## src/rtl/if_fetch.sv

```systemverilog
// Instruction-fetch front end: owns the PC and runs a req/ack handshake to instruction memory.
// Define FETCH_MISALIGN_EXC_EN to turn misaligned redirect targets into a fetch exception.
module if_fetch #(
    parameter logic [31:0] RESET_PC   = 32'h0000_0000,
    parameter logic [31:0] EXC_VECTOR = 32'h0000_0020
) (
    input  logic        clk,
    input  logic        rst,
    input  logic        stall,
    input  logic        branch_flag_i,
    input  logic [31:0] branch_target_i,
    output logic        imem_req_o,
    output logic [31:0] imem_addr_o,
    input  logic        imem_ack_i,
    input  logic [31:0] imem_rdata_i,
    output logic [31:0] if_pc_o,
    output logic [31:0] if_inst_o,
    output logic        if_valid_o,
    output logic        if_excp_o
);

`ifdef FETCH_MISALIGN_EXC_EN
    localparam bit MisalignExc = 1'b1;
`else
    localparam bit MisalignExc = 1'b0;
`endif

    localparam logic [2:0] ST_RST     = 3'd0;
    localparam logic [2:0] ST_FETCH   = 3'd1;
    localparam logic [2:0] ST_HOLD    = 3'd2;
    localparam logic [2:0] ST_DISCARD = 3'd3;
    localparam logic [2:0] ST_EXC     = 3'd4;

    logic [2:0]  state_q, state_d;
    logic [31:0] req_addr_q, req_addr_d;
    logic [31:0] tgt_q, tgt_d;
    logic [31:0] buf_q, buf_d;
    logic [31:0] pc_q, pc_d;
    logic [31:0] inst_q, inst_d;
    logic        valid_q, valid_d;
    logic        excp_q, excp_d;

    logic [31:0] redir_tgt;
    logic        go;
    logic [31:0] go_tgt;

    // Raw target is kept only when misalignment is reported; otherwise the low bits are dropped.
    assign redir_tgt = MisalignExc ? branch_target_i : {branch_target_i[31:2], 2'b00};

    always_comb begin
        state_d    = state_q;
        req_addr_d = req_addr_q;
        tgt_d      = tgt_q;
        buf_d      = buf_q;
        pc_d       = pc_q;
        inst_d     = inst_q;
        valid_d    = valid_q;
        excp_d     = excp_q;
        go         = 1'b0;
        go_tgt     = redir_tgt;

        // Any unstalled cycle that delivers nothing becomes a bubble; pc is left alone.
        if (!stall) begin
            inst_d  = '0;
            valid_d = 1'b0;
            excp_d  = 1'b0;
        end

        unique case (state_q)
            ST_RST: begin
                state_d = ST_FETCH;
                go      = branch_flag_i;
            end
            ST_FETCH: begin
                if (branch_flag_i) begin
                    if (imem_ack_i) begin
                        go = 1'b1;
                    end else begin
                        tgt_d   = redir_tgt;
                        state_d = ST_DISCARD;
                    end
                end else if (imem_ack_i) begin
                    if (stall) begin
                        buf_d   = imem_rdata_i;
                        state_d = ST_HOLD;
                    end else begin
                        pc_d       = req_addr_q;
                        inst_d     = imem_rdata_i;
                        valid_d    = 1'b1;
                        req_addr_d = req_addr_q + 32'd4;
                    end
                end
            end
            ST_HOLD: begin
                if (branch_flag_i) begin
                    go = 1'b1;
                end else if (!stall) begin
                    pc_d       = req_addr_q;
                    inst_d     = buf_q;
                    valid_d    = 1'b1;
                    req_addr_d = req_addr_q + 32'd4;
                    state_d    = ST_FETCH;
                end
            end
            ST_DISCARD: begin
                // The outstanding request must complete before the new target is used.
                if (imem_ack_i) begin
                    go = 1'b1;
                    if (!branch_flag_i) go_tgt = tgt_q;
                end else if (branch_flag_i) begin
                    tgt_d = redir_tgt;
                end
            end
            ST_EXC: begin
                if (branch_flag_i) begin
                    go = 1'b1;
                end else if (!stall) begin
                    pc_d       = tgt_q;
                    inst_d     = '0;
                    valid_d    = 1'b1;
                    excp_d     = 1'b1;
                    req_addr_d = EXC_VECTOR;
                    state_d    = ST_FETCH;
                end
            end
            default: state_d = ST_RST;
        endcase

        if (go) begin
            tgt_d = go_tgt;
            if (MisalignExc && (go_tgt[1:0] != 2'b00)) begin
                state_d = ST_EXC;
            end else begin
                state_d    = ST_FETCH;
                req_addr_d = go_tgt;
            end
        end
    end

    always_ff @(posedge clk) begin
        if (!rst) begin
            state_q    <= ST_RST;
            req_addr_q <= RESET_PC;
            tgt_q      <= '0;
            buf_q      <= '0;
            pc_q       <= '0;
            inst_q     <= '0;
            valid_q    <= 1'b0;
            excp_q     <= 1'b0;
        end else begin
            state_q    <= state_d;
            req_addr_q <= req_addr_d;
            tgt_q      <= tgt_d;
            buf_q      <= buf_d;
            pc_q       <= pc_d;
            inst_q     <= inst_d;
            valid_q    <= valid_d;
            excp_q     <= excp_d;
        end
    end

    assign imem_req_o  = (state_q == ST_FETCH) || (state_q == ST_DISCARD);
    assign imem_addr_o = req_addr_q;
    assign if_pc_o     = pc_q;
    assign if_inst_o   = inst_q;
    assign if_valid_o  = valid_q;
    assign if_excp_o   = MisalignExc ? excp_q : 1'b0;

endmodule

```

## config.mk

```make
export PLATFORM = sky130hd
export DESIGN_NAME = if_fetch
export DESIGN_NICKNAME = d
export VERILOG_FILES = /design/src/rtl/if_fetch.sv
export SDC_FILE = /design/constraint.sdc
export NUM_CORES = 1
export LEC_CHECK = 0
export CAP_MARGIN = 20
export CORE_UTILIZATION = 45
export DETAILED_ROUTE_END_ITERATION = 8
export PLACE_DENSITY = 0.72
export SLEW_MARGIN = 15
export SYNTH_ARGS = -nofsm -noshare
export SYNTH_HDL_FRONTEND = slang
export SYNTH_SLANG_ARGS = --single-unit
```

## constraint.sdc

```tcl
create_clock -name clk -period 2.75 [get_ports clk]
set_input_delay 0.55 -clock clk [delete_from_list [all_inputs] [get_ports clk]]
set_output_delay 0.55 -clock clk [all_outputs]
set_load 0.01 [all_outputs]
```

==> flow_metrics.py <==
metrics = {
    "die": {
        "die-height_um": 132,
        "die_w_um": 132,
        "initial_core_util_pct": 46.1,
        "coreArea_sq_um": 16500,
        "die_area_sq_um": 17400,
        "io_pins": 168,
        "fp-row-count": 47,
    },
    "synthesis": {
        "synth_top_area_share_pct": 42.9,
        "ys_top_cells_by_area": "dfxtp_1 (43%), a21oi_1 (9.9%), nand2_1 (7.4%)",
        "synth_edf_count": 0,
        "synth_seq_cells": 163,
        "syn-num-nets": 1011,
        "ys_seq_area_share_pct": 42.9,
        "synth_common_cells": "dfxtp_1 (163), a21oi_1 (151), nand2_1 (150), clkbuf_1 (70), nor2_1 (70)",
        "synth_warnings": 0,
        "synthDistinctLibCells": 56,
        "yosysMostFrequentCell": "dfxtp_1",
        "syn-cell-area_sq_um": 7610,
        "synth_area_leader_cell": "dfxtp_1",
        "synthArstFlopShare_pct": 0,
        "syn-instance-count": 937,
        "synth_flop_cell": "dfxtp_1",
        "syn_area_per_cell_sq_um": 8.12,
    },
    "clock_tree": {
        "clock-sinks": 163,
        "cts_max_level": 4,
        "clk_pin_slew_ns": 0.06,
        "root_buffer": "clkbuf_16",
        "clk_path_buf_depth": 2,
        "clk_latency_ns": 0.42,
        "cts_resized": 0,
        "cts_buffers": 17,
        "postCtsHoldBufs": 0,
        "post_cts_buffers": 0,
        "cts_tree": "done",
    },
    "pwr": {
        "seq_power_share_pct": 42.5,
        "p_comb_share_pct": 17.8,
        "p_int_w": 0.00446,
        "p_per_area_nw_per_um2": 610,
        "power.share.clock_pct": 39.7,
        "p_sw_share_pct": 27.9,
        "cellLeakagePower_nw": 3.79,
        "p_sw_w": 0.00172,
        "irDropWorstVdd_uv": 432,
    },
    "placement": {
        "hpwl_um": 13400,
        "place.gp.congestion": 0.827,
        "place_area_sq_um": 9510,
        "io_buffers": 164,
        "place_inst": 1274,
    },
    "finish": {
        "antenna_cells": 0,
        "drive_gt1_share_pct": 9.85,
        "final_area_sq_um": 10100,
        "multiInputGateArea_sq_um": 4000,
        "finalNonFillerCells": 1306,
        "regArea_sq_um": 3260,
        "final_nets": 1147,
        "synthToLayoutAreaGrowth_pct": 33.0,
        "fillers": 1481,
    },
    "global_routing": {
        "overflow": 0,
        "grt_pass1_vias": 6721,
        "grt_max_degree": 69,
        "grt_pass1_wl_um": 34200,
        "antenna_found_initial": 0,
        "grt.total_usage_pct": 24.0,
    },
    "routing": {
        "drtPass1Iterations": 7,
        "drtIter0Drc": 426,
        "drt-total-wl_um": 20600,
        "drc_errors": 0,
        "vias_per_cell": 5.50,
        "vias": 7184,
        "postRouteAntennaNets": 0,
        "wl_per_cell_um": 15.8,
    },
    "critical_path": {
        "end_kind": "output port",
        "cpPeakStageDelay_ns": 0.54,
        "rrSetupSlack_ns": 0.43,
        "cp_max_fo": 9,
        "crit_slowest_cell": "clkdlybuf4s50_1",
        "r2r_cells": 6,
        "cp-start-kind": "flop",
        "r2r_end": "imem_addr_o[24]$_SDFFE_PN0P_",
        "r2r-start": "imem_addr_o[7]$_SDFFE_PN0P_",
        "crit_arrival_ns": 2.11,
        "crit_chain": "inv_1, ha_1, or2_2, clkdlybuf4s50_1",
        "cp_data_required_time_ns": 2.20,
        "path_class": "reg2out",
    },
    "timing": {
        "max_freq_mhz": 375,
        "tightestPinTransition_ns": 0.580,
        "finalCritPeriodShare_pct": 96.9,
        "setup_viol": 0,
        "relSlewSlack_pct": 61.2,
        "hold_viol": 0,
        "skew_ns": 0.00887,
        "grt_setup_unrepaired": "false",
        "tns_ns": 0,
        "min_period_ns": 2.66,
        "slew_violations": 0,
    },
    "worst_hold_path": {
        "hold_start": "tgt_q[11]$_SDFFE_PN0P_",
        "holdPathEnd": "tgt_q[11]$_SDFFE_PN0P_",
        "hold_depth": 2,
        "hp-class": "reg2reg",
    },
    "run_status": {
        "outcome": "finished clean",
    },
    "job": {
        "drv_cap": 0,
    },
}
[per-stage QoR]
| step | util, % | total power (W) | worst slack, ns | hold slack, ns |
|---|---|---|---|---|
| floorplan | - | 0.00328 | 0.713 | 0.434 |
| global placement | 57.6 | 0.00375 | 0.129 | 0.439 |
| detailed placement | 57.6 | 0.00377 | 0.108 | 0.444 |
| CTS | 61.3 | 0.00623 | 0.0716 | 0.453 |
| global route | 61.3 | 0.00645 | 0.0247 | 0.471 |
| finish | 61.3 | 0.00618 | 0.0858 | 0.452 |
[placed cells by master, fill, tap and decap left out, types with 4 or more instances in the layout]
cell,synthesis,layout
o21ai_0,32,32
nor4_1,4,4
nor3_1,35,34
xor2_1,17,17
clkbuf_16,0,17
clkdlybuf4s50_1,0,163
a21oi_1,151,151
nand4_1,13,13
mux2_2,24,24
a22o_1,32,32
mux2i_1,34,34
buf_4,1,31
a22oi_1,34,33
nor2_1,70,69
nand3_1,18,18
a31oi_1,6,6
inv_1,10,10
ha_1,5,4
dfxtp_1,163,163
nand2_1,150,150
and3_1,8,8
[logic make-up after synthesis]
group                      share of synthesized area [%]
DFF                                                 42.9
adders and majority gates                          0.822
xor gates and xnor gates                            2.30
and+or+nand+nor                                     19.0
other                                             0.0493
muxes                                               8.02
buffers and inverters                               5.01
AOI/OAI and AO/OA                                   21.9
[flip-flops by register name, summed over array words and instances (netlist names)]
signal and count:
buf_q 32, if_inst_o 32, if_pc_o 32, imem_addr_o 32, tgt_q 32, state_q 2, if_valid_o 1
[power groups by stage]
stage | Combinational [W] | Clock [W] | Sequential (W)
CTS | 0.00110 | 0.00251 | 0.00263
global placement | 0.00108 | 0 | 0.00267
global route | 0.00120 | 0.00260 | 0.00265
floorplan | 0.000589 | 0 | 0.00269
detailed placement | 0.00109 | 0 | 0.00268
finish | 0.00110 | 0.00246 | 0.00263
[metal layers]
metal	up-vias	GRT usage, %	routed length (um)
met4	0	7.82	307
met1	3359	31.2	9160
met3	23	5.19	1230
met5	-	0	0
met2	212	39.4	9880
li1	3590	-	-
[worst max path at each step]
stage / depth (start not counted) / slack [ns] / startpoint / to
floorplan: 5 / 0.71 / imem_addr_o[19]$_SDFFE_PN0P_ / imem_addr_o[31]$_SDFFE_PN0P_
global placement: 7 / 0.13 / branch_flag_i / imem_addr_o[31]$_SDFFE_PN0P_
detailed placement: 7 / 0.11 / branch_flag_i / imem_addr_o[31]$_SDFFE_PN0P_
CTS: 4 / 0.07 / state_q[1]$_SDFFE_PP0P_ / imem_req_o
global route: 4 / 0.02 / state_q[1]$_SDFFE_PP0P_ / imem_req_o
finish: 4 / 0.09 / state_q[1]$_SDFFE_PP0P_ / imem_req_o
[layout make-up]
cell class                 instances  share of cell area (%)
sequential                       163                    32.2
timing repair buffer             197                    19.0
inverter                          11                   0.433
clock inverter                    14                    1.73
clock buffer                      18                    4.34
multi-input combinational        683                    39.5
tap                              220                    2.72
[critical path, delay by kind of cell (launching register included)]
| family | cells | cell delay, ns |
|---|---|---|
| buffers and inverters | 2 | 0.63 |
| adders and majority gates | 1 | 0.30 |
| DFF | 1 | 0.39 |
| and+or+nand+nor | 1 | 0.38 |
Note: power is estimated with default switching activity, not from simulation.
